===== config.mk =====
export PLATFORM = sky130hd
export DESIGN_NAME = instruction_store
export DESIGN_NICKNAME = d
export VERILOG_FILES = /design/src/rtl/instruction_store_pkg.sv /design/src/rtl/instruction_store_input_sync.sv /design/src/rtl/instruction_store.sv
export SDC_FILE = /design/constraint.sdc
export NUM_CORES = 2
export LEC_CHECK = 0
export CAP_MARGIN = 20
export CORE_ASPECT_RATIO = 1.5
export CORE_UTILIZATION = 55
export DETAILED_ROUTE_END_ITERATION = 10
export DONT_BUFFER_PORTS = 1
export PLACE_DENSITY = 0.7
export SYNTH_ARGS = -nofsm -noshare
export SYNTH_HDL_FRONTEND = slang
export SYNTH_SLANG_ARGS = --single-unit

===== constraint.sdc =====
create_clock -name clock -period 3.3 [get_ports clock]
set_clock_uncertainty 0.05 [all_clocks]
set_input_delay 0.165 -clock clock [delete_from_list [all_inputs] [get_ports clock]]
set_output_delay 0.165 -clock clock [all_outputs]
set_load 0.1 [all_outputs]

===== src/rtl/instruction_store_pkg.sv =====
// instruction_store_pkg
//   Shared definitions for the writable instruction store:
//   - state_t      : controller states (INIT / RUN / LOAD / RELEASE)
//   - NOP_WORD     : word presented on the fetch port while the CPU is held
//   - DEFAULT_PROG : 8-word program preloaded when
//                    INSTRUCTION_STORE_DEFAULT_PROG_EN is defined
package instruction_store_pkg;

  typedef enum logic [1:0] {
    ST_INIT    = 2'd0,
    ST_RUN     = 2'd1,
    ST_LOAD    = 2'd2,
    ST_RELEASE = 2'd3
  } state_t;

  localparam logic [7:0] NOP_WORD = 8'h00;

  localparam int DEFAULT_PROG_LEN = 8;

  localparam logic [7:0] DEFAULT_PROG [0:DEFAULT_PROG_LEN-1] = '{
    8'h41, 8'h45, 8'h04, 8'h05, 8'h88, 8'h52, 8'h0E, 8'hFE
  };

endpackage


===== src/rtl/instruction_store_input_sync.sv =====
// input_sync_edge
//   Brings a raw board input (switch or button) into the clock domain
//   through SYNC_STAGES flops and flags its synchronized rising edge.
//   Ports:
//     clock, reset : system clock, asynchronous active-high reset
//     async_in     : raw board signal
//     level        : synchronized level (last synchronizer stage)
//     rise         : one-cycle pulse while level is 1 and was 0 last cycle
module input_sync_edge #(
  parameter int SYNC_STAGES = 2
) (
  input  logic clock,
  input  logic reset,
  input  logic async_in,
  output logic level,
  output logic rise
);

  logic [SYNC_STAGES-1:0] sync_reg;
  logic                   prev_reg;

  always_ff @(posedge clock or posedge reset) begin
    if (reset) begin
      sync_reg <= '0;
      prev_reg <= 1'b0;
    end else begin
      sync_reg[0] <= async_in;
      for (int i = 1; i < SYNC_STAGES; i++) begin
        sync_reg[i] <= sync_reg[i-1];
      end
      prev_reg <= sync_reg[SYNC_STAGES-1];
    end
  end

  assign level = sync_reg[SYNC_STAGES-1];
  // A button bounce shorter than one (slow) clock period collapses into a
  // single sampled transition, so this pulse fires once per press.
  assign rise  = sync_reg[SYNC_STAGES-1] & ~prev_reg;

endmodule


===== src/rtl/instruction_store.sv =====
// instruction_store
//   256x8 program memory serving the processor fetch port, with a
//   switch/button load path. The processor is held in reset (cpu_reset)
//   while a program is entered and for RELEASE_CYCLES cycles afterwards.
//   Optional feature macro: INSTRUCTION_STORE_DEFAULT_PROG_EN
//     defined   -> reset enters INIT and preloads the 8-word default program
//     undefined -> reset enters RELEASE, memory undefined until loaded
//   Ports:
//     clock, reset        : system clock, asynchronous active-high reset
//     instruction_address : fetch address from the processor PC
//     instruction         : fetched word (NOP_WORD unless in RUN)
//     load_mode           : raw switch, high requests LOAD
//     load_strobe         : raw button, each press writes one word
//     load_data           : raw switches holding the word to write
//     cpu_reset           : registered reset for the processor
//     load_count          : write pointer / words written since LOAD entry
//     overflow            : sticky, pointer wrapped during current LOAD
//     loading             : high in LOAD
module instruction_store
  import instruction_store_pkg::*;
#(
  parameter int SYNC_STAGES    = 2,
  parameter int RELEASE_CYCLES = 2
) (
  input  logic       clock,
  input  logic       reset,
  input  logic [7:0] instruction_address,
  output logic [7:0] instruction,
  input  logic       load_mode,
  input  logic       load_strobe,
  input  logic [7:0] load_data,
  output logic       cpu_reset,
  output logic [7:0] load_count,
  output logic       overflow,
  output logic       loading
);

  localparam int RC_W = (RELEASE_CYCLES > 1) ? $clog2(RELEASE_CYCLES) : 1;
  localparam logic [RC_W-1:0] RC_LAST = RC_W'(RELEASE_CYCLES - 1);

  state_t            state_reg;
  logic              cpu_reset_reg;
  logic [7:0]        load_count_reg;
  logic              overflow_reg;
  logic              loading_reg;
  logic [RC_W-1:0]   release_cnt_reg;
`ifdef INSTRUCTION_STORE_DEFAULT_PROG_EN
  logic [2:0]        init_cnt_reg;
`endif

  logic mode_level, mode_rise_unused;
  logic strobe_level_unused, strobe_rise;

  logic [7:0] mem [0:255];
  logic       mem_we;
  logic [7:0] mem_waddr;
  logic [7:0] mem_wdata;

  input_sync_edge #(.SYNC_STAGES(SYNC_STAGES)) u_mode_sync (
    .clock    (clock),
    .reset    (reset),
    .async_in (load_mode),
    .level    (mode_level),
    .rise     (mode_rise_unused)
  );

  input_sync_edge #(.SYNC_STAGES(SYNC_STAGES)) u_strobe_sync (
    .clock    (clock),
    .reset    (reset),
    .async_in (load_strobe),
    .level    (strobe_level_unused),
    .rise     (strobe_rise)
  );

  always_ff @(posedge clock or posedge reset) begin
    if (reset) begin
`ifdef INSTRUCTION_STORE_DEFAULT_PROG_EN
      state_reg    <= ST_INIT;
      init_cnt_reg <= '0;
`else
      state_reg    <= ST_RELEASE;
`endif
      cpu_reset_reg   <= 1'b1;
      load_count_reg  <= '0;
      overflow_reg    <= 1'b0;
      loading_reg     <= 1'b0;
      release_cnt_reg <= '0;
    end else begin
      case (state_reg)
        ST_RUN: begin
          if (mode_level) begin
            state_reg      <= ST_LOAD;
            load_count_reg <= '0;
            overflow_reg   <= 1'b0;
            loading_reg    <= 1'b1;
            cpu_reset_reg  <= 1'b1;
          end
        end
        ST_LOAD: begin
          // A strobe landing with the mode fall is still written; the
          // state change below happens on the same edge.
          if (strobe_rise) begin
            load_count_reg <= load_count_reg + 8'd1;
            if (load_count_reg == 8'hFF) overflow_reg <= 1'b1;
          end
          if (!mode_level) begin
            state_reg       <= ST_RELEASE;
            loading_reg     <= 1'b0;
            release_cnt_reg <= '0;
          end
        end
        ST_RELEASE: begin
          if (release_cnt_reg == RC_LAST) begin
            state_reg       <= ST_RUN;
            cpu_reset_reg   <= 1'b0;
            release_cnt_reg <= '0;
          end else begin
            release_cnt_reg <= release_cnt_reg + 1'b1;
          end
        end
`ifdef INSTRUCTION_STORE_DEFAULT_PROG_EN
        ST_INIT: begin
          init_cnt_reg <= init_cnt_reg + 3'd1;
          if (init_cnt_reg == 3'd7) begin
            state_reg       <= ST_RELEASE;
            release_cnt_reg <= '0;
          end
        end
`endif
        default: begin
          state_reg       <= ST_RELEASE;
          cpu_reset_reg   <= 1'b1;
          loading_reg     <= 1'b0;
          release_cnt_reg <= '0;
        end
      endcase
    end
  end

  // Single write port shared by the button load path and the preload.
  always_comb begin
    mem_we    = 1'b0;
    mem_waddr = load_count_reg;
    mem_wdata = load_data;
    if (state_reg == ST_LOAD && strobe_rise) begin
      mem_we = 1'b1;
    end
`ifdef INSTRUCTION_STORE_DEFAULT_PROG_EN
    if (state_reg == ST_INIT) begin
      mem_we    = 1'b1;
      mem_waddr = {5'd0, init_cnt_reg};
      mem_wdata = DEFAULT_PROG[init_cnt_reg];
    end
`endif
  end

  // Memory contents survive reset on purpose: a reset aborts a load but
  // keeps words already entered.
  always_ff @(posedge clock) begin
    if (mem_we) mem[mem_waddr] <= mem_wdata;
  end

  // Fetch is combinational so the processor sees its word in the same cycle.
  assign instruction = (state_reg == ST_RUN) ? mem[instruction_address] : NOP_WORD;

  assign cpu_reset  = cpu_reset_reg;
  assign load_count = load_count_reg;
  assign overflow   = overflow_reg;
  assign loading    = loading_reg;

endmodule


# --- Word level (Yosys, flattened, before mapping) ---
# Memories as Yosys holds them, arrays and structs flattened.
# Cells that the tools add are included.
word_totals:
  regBits: 19
  word_cells: 56
  input_bits: 20
  n_memories: 1
  ram_bits: 2048
memory_table:
  columns: ["memory", "words", "width", "rd", "rd_ports_with_merged_regs", "write_ports", "line", "rtl"]
  rows:
  - ["mem", 256, 8, 1, 0, 1, "instruction_store.sv:54", "logic [7:0] mem [0:255];"]
op_classes:
  eq_ne: 9
  mux: 22
  add_sub_neg: 2
  n_bitwise: 5
  reduce_logical: 8
ops:
  columns: ["cell", "n"]
  rows:
  - ["$mux W8", 3]
  - ["$pmux W8 S2", 1]
  - ["$reduce_and A3 Y1", 4]
  - ["$mux W1", 10]
  - ["$pmux W1 S3", 3]
  - ["$add A8 B1 Y8 const B", 1]
  - ["$eq A8 B8 Y1 const B", 1]
  - ["$ne A2 B2 Y1 const B", 4]
  - ["$mux W2", 3]
  - ["$pmux W2 S3", 1]
  - ["$eq A2 B2 Y1 const B", 2]
  - ["$not A1 Y1", 4]
  - ["$reduce_and A4 Y1", 1]
  - ["$eq A2 B1 Y1 const B", 1]
  - ["$ne A2 B1 Y1 const B", 1]
  - ["$pmux W1 S2", 1]
  - ["$reduce_and A2 Y1", 1]
  - ["$reduce_bool A2 Y1", 1]
  - ["$add A1 B1 Y1 const B", 1]
  - ["$and A1 B1 Y1", 1]
  - ["$logic_and A1 B1 Y1", 1]

# --- Depth between registers and ports, before layout ---
depth:
  word_depth: 6
  ltp_mapped: 13
  ltp_nobuf: 7

# --- Modules after synthesis ---
# A second synthesis with hierarchy kept.
hier_totals:
  hier_cells: 4065
  hier_area_um2: 81554.5
modules_own_cells:
  columns: ["mod", "instances", "area_per_inst_um2", "seq_area_each_um2", "cells_per_inst"]
  rows:
  - ["instruction_store", 1, 81369.3, 61853.1, 4055]
  - ["input_sync_edge", 2, 92.6, 75.1, 5]

# --- Least setup slack after synthesis ---
# OpenSTA, ideal clock, no wires.
synth_timing:
  kind: "input-to-output"
  start: "input port instruction_address[0]"
  end: "output port instruction[3]"
  t_arrival_ns: 3.867
  required_ns: 3.085
  setup_slack_ns: -0.782
  path_buffers: 4
  stages: 10
  cell_sequence: "buf_6 > buf_12 > buf_12 > or3b_1 > clkbuf_1 > o22ai_1 > a211oi_1 > a22oi_1 > o2111ai_1 > o31ai_1"
synth_via:
  elab_chain_len: 2
synth_lines:
  columns: ["element", "line", "rtl"]
  rows:
  - ["from (decl)", "instruction_store.sv:27", "input logic [7:0] instruction_address,"]
  - ["$mem_v2 Z256 W8", null, null]
  - ["$mux W8", "instruction_store.sv:164", "assign instruction = (state_reg == ST_RUN) ? mem[instruction_address] : NOP_WORD;"]
  - ["to (decl)", "instruction_store.sv:28", "output logic [7:0] instruction,"]
# No other way between the ends.

# --- Worst setup path after layout ---
layout_timing:
  start: "input port instruction_address[1]"
  end: "output port instruction[5]"
# Same word-level chain as after synthesis.

==> results.ini <==
[pwr]
cellLeakagePower_nw = 30.2
power.density_nw_per_um2 = 581
ir_worst_vdd_v = 0.000528

[yosys]
syn_nets = 4112
muxShareOfSynthArea = 0.143
synth-edff-count = 2048
synth_fa_ha_area_frac = 0.000615
syn-cell-area_sq_um = 81400
avgSynthCellArea_sq_um = 19.9
synth_seq_area_share = 0.762
async_flop_share = 0.00919
synthXorXnorAreaFrac = 0.000646
synth_cell_types = 78
syn-instance-count = 4088
dominantRegCellSynth = edfxtp_1
ys_seq_elements = 2067
synth-simple-area-share = 0.0382
synth_compound_area_frac = 0.0336
synth_top_family_by_area = multiplexers
synth_warnings = 0

[critical_path]
r2r-end = mem[70][0]
reg2reg_depth = 7
start_kind = input pin
crit_slowest_cell = nand2b_4
end_kind = output pin
cp_cell_sequence = nand2b_4, buf_12, buf_12, buf_4, o221ai_1, nor3_1, nor4_2, and4_1, nand4_1, o31ai_4, buf_12
critPathMaxFanout = 421
r2r_start = state_reg[1]
cp.required_ns = 3.08
critPathMaxStageDelay_ns = 0.59
crit_top_cell = buf_12
rrSetupSlack_ns = 0.17
arrival_ns = 3.82
crit_type = input pin to output pin
startpoint = instruction_address[1]

[drt]
routedWlPerCell_um = 34.3
vias_per_cell = 6.60
drt-pass1-iter-count = 8
ant_nets = 0
finalWirelength_um = 226000
dr.first_iter.drc_count = 5626
vias = 43328
drc = 0

[floorplan]
dieHeight_um = 473
rows = 172
core_area_sq_um = 147000
die_area_sq_um = 150000
start_util = 0.555
die_w_um = 316
io_pins = 39

[clocking]
cts_buffer_depth = 3
insertion_delay_ns = 0.82
cts_buffers = 179
cts.sinks = 2067
cts_tree = yes
cts_root_buf = clkbuf_16
cts.clk_slew.worst_paths_ns = 0.06
cts_htree_levels = 4

[layout]
final_cell_area_sq_um = 92900
layout-drive-gt1-share = 0.252
final_core_util = 0.634
syn_to_final_growth_pct = 14.2
largest_reg_flops = 2048
layout.area.seq_sq_um = 62000
multi_input_area_sq_um = 18200
fillers = 9671
final_nets = 4530

[global_route]
gr-usage-all-layers = 0.300
antenna_found_initial = 3
grt_pass1_wl_um = 313000
grt-ovfl-total = 0
grt_pass1_vias = 43613
grt_max_degree = 602

[worst_hold_path]
hp-start = load_data[2]
hold_end = mem[59][2]
hold_class = input pin to flop
hold_depth = 0

[sta]
setup_viol = 8
slew_violations = 850
rsz0062_at_grt = yes
worst_slack_ns = -0.737
slew_headroom = -0.309
timing.hold.ws_ns = -0.482
max_freq_ghz = 0.248
finalCritPeriodShare = 1.22
period_minus_slack_ns = 4.04
tightest_slew_ns = 1.96
hold_violations = 284

[flow_run]
cap_violations = 0

[placement]
place_hpwl_um = 132000
place_area_sq_um = 85800
post-place-ws_ns = -0.311
routabilityCongestion = 0.952
port_buffers = 0

[run_status]
violations = hold timing, slew limit, setup timing
status = finished, violations left

==> placed cells by master, fill, tap and decap left out, drive strengths merged, types with 5 or more instances in the layout <==
cell	instances
a22oi	21
nor3b	5
nand4	19
mux2i	274
or3	5
and2	21
clkbuf	215
o22ai	77
a21oi	45
bufinv	24
nand3	34
dlygate4sd3	12
a311oi	5
inv	13
nor4	22
o2111ai	6
a221oi	11
edfxtp	2048
dfrtp	16
o221ai	72
nor2	367
a211oi	30
a31oi	15
clkinvlp	8
mux2	15
nand2	129
a2111oi	10
buf	462
mux4	379
clkinv	80
o31ai	5
nor2b	10
nor3	75
o21ai	59
==> worst max-delay path: cells and delay by family <==
| family | cells | cell delay, ns |
|---|---|---|
| and+or+nand+nor | 5 | 1.60 |
| AOI/OAI and AO/OA | 2 | 0.50 |
| buffers and inverters | 4 | 0.72 |
==> where the power goes <==
group | internal, mW | total, mW | leakage [nW] | switching (mW)
logic | 1.24 | 3.34 | 8.62 | 2.11
clock network | 12.1 | 21.6 | 2.93 | 9.53
registers | 28.9 | 29.0 | 18.6 | 0.128
==> per-layer routing <==
layer | share of wire | GRT usage
met5 | 0 | 0
met4 | 0.079 | 0.203
met3 | 0.082 | 0.0523
met2 | 0.50 | 0.496
met1 | 0.34 | 0.359
==> final cells by class <==
type,count,share of cell area
flip-flops and latches,2067,0.667
multi-input cells,1771,0.196
clock buffers,208,0.0501
repair buffers,481,0.0467
well taps,1914,0.0258
clock inverters,119,0.0144
inverters,6,0.000269
diodes,2,0.0000539
==> worst max-delay path by stage <==
| stage | endpoint | depth (start not counted) |
|---|---|---|
| CTS | instruction[5] | 9 |
| floorplan | instruction[5] | 11 |
| global route | instruction[0] | 10 |
| detailed placement | instruction[5] | 8 |
| global placement | instruction[5] | 10 |
| finish | instruction[5] | 11 |
==> cell usage after synthesis (6+ instances only) <==
| cell | instances | area (sq um) |
|---|---|---|
| edfxtp_1 | 2048 | 61500 |
| nor2_1 | 366 | 1370 |
| mux4_2 | 327 | 7360 |
| mux2i_1 | 274 | 2740 |
| nand2_1 | 129 | 484 |
| clkbuf_1 | 83 | 312 |
| nor3_1 | 75 | 375 |
| o22ai_1 | 75 | 469 |
| o221ai_1 | 69 | 604 |
| buf_2 | 60 | 300 |
| o21ai_0 | 58 | 290 |
| mux4_1 | 52 | 1370 |
| a21oi_1 | 45 | 225 |
| nand3_1 | 34 | 170 |
| buf_6 | 32 | 360 |
| a211oi_1 | 30 | 225 |
| buf_4 | 26 | 195 |
| a22oi_1 | 21 | 158 |
| nor4_1 | 20 | 125 |
| and2_1 | 19 | 119 |
| nand4_1 | 19 | 119 |
| buf_12 | 16 | 320 |
| dfrtp_1 | 16 | 400 |
| a31oi_1 | 15 | 93.8 |
| mux2_2 | 15 | 169 |
| buf_8 | 13 | 195 |
| a221oi_1 | 11 | 96.3 |
| nor2b_1 | 10 | 62.6 |
| a2111oi_0 | 9 | 78.8 |
| buf_1 | 8 | 30.0 |
| clkbuf_8 | 6 | 82.6 |
| inv_1 | 6 | 22.5 |
| o2111ai_1 | 6 | 52.6 |
==> through the flow <==
step | instances | hold WS, ns | total power [mW] | TNS (ns)
3_3_place_gp | 6204 | 0.146 | 32.0 | -0.796
4_1_cts | 6549 | -0.568 | 53.6 | -0.982
3_5_place_dp | 6205 | 0.146 | 32.0 | -0.819
6_report | 6568 | -0.482 | 54.0 | -4.76
2_1_floorplan | 4088 | 0.0639 | 31.4 | 0
5_1_grt | 6567 | -0.553 | 55.1 | -1.96
==> repair_timing <==
action | CTS | global route
buffers inserted | 4 | 2
endpoints found under the hold margin | 2069 | 768
resized for setup | 77 | 24
setup endpoints to repair | 8 | 8
pin swaps | 27 | 12
hold buffers | 17 | 2
cloned | 0 | 9
==> cell families (layout without fill, tap and decap cells) <==
kind of cell | after synthesis | in the layout
compound gates | 385 | 385
xor+xnor | 6 | 6
fa+ha+maj | 4 | 4
buf+inv | 250 | 814
flops | 2067 | 2067
mux | 668 | 668
other cells | 0 | 2
simple gates | 708 | 708
Power figures use the tool's default switching activity.
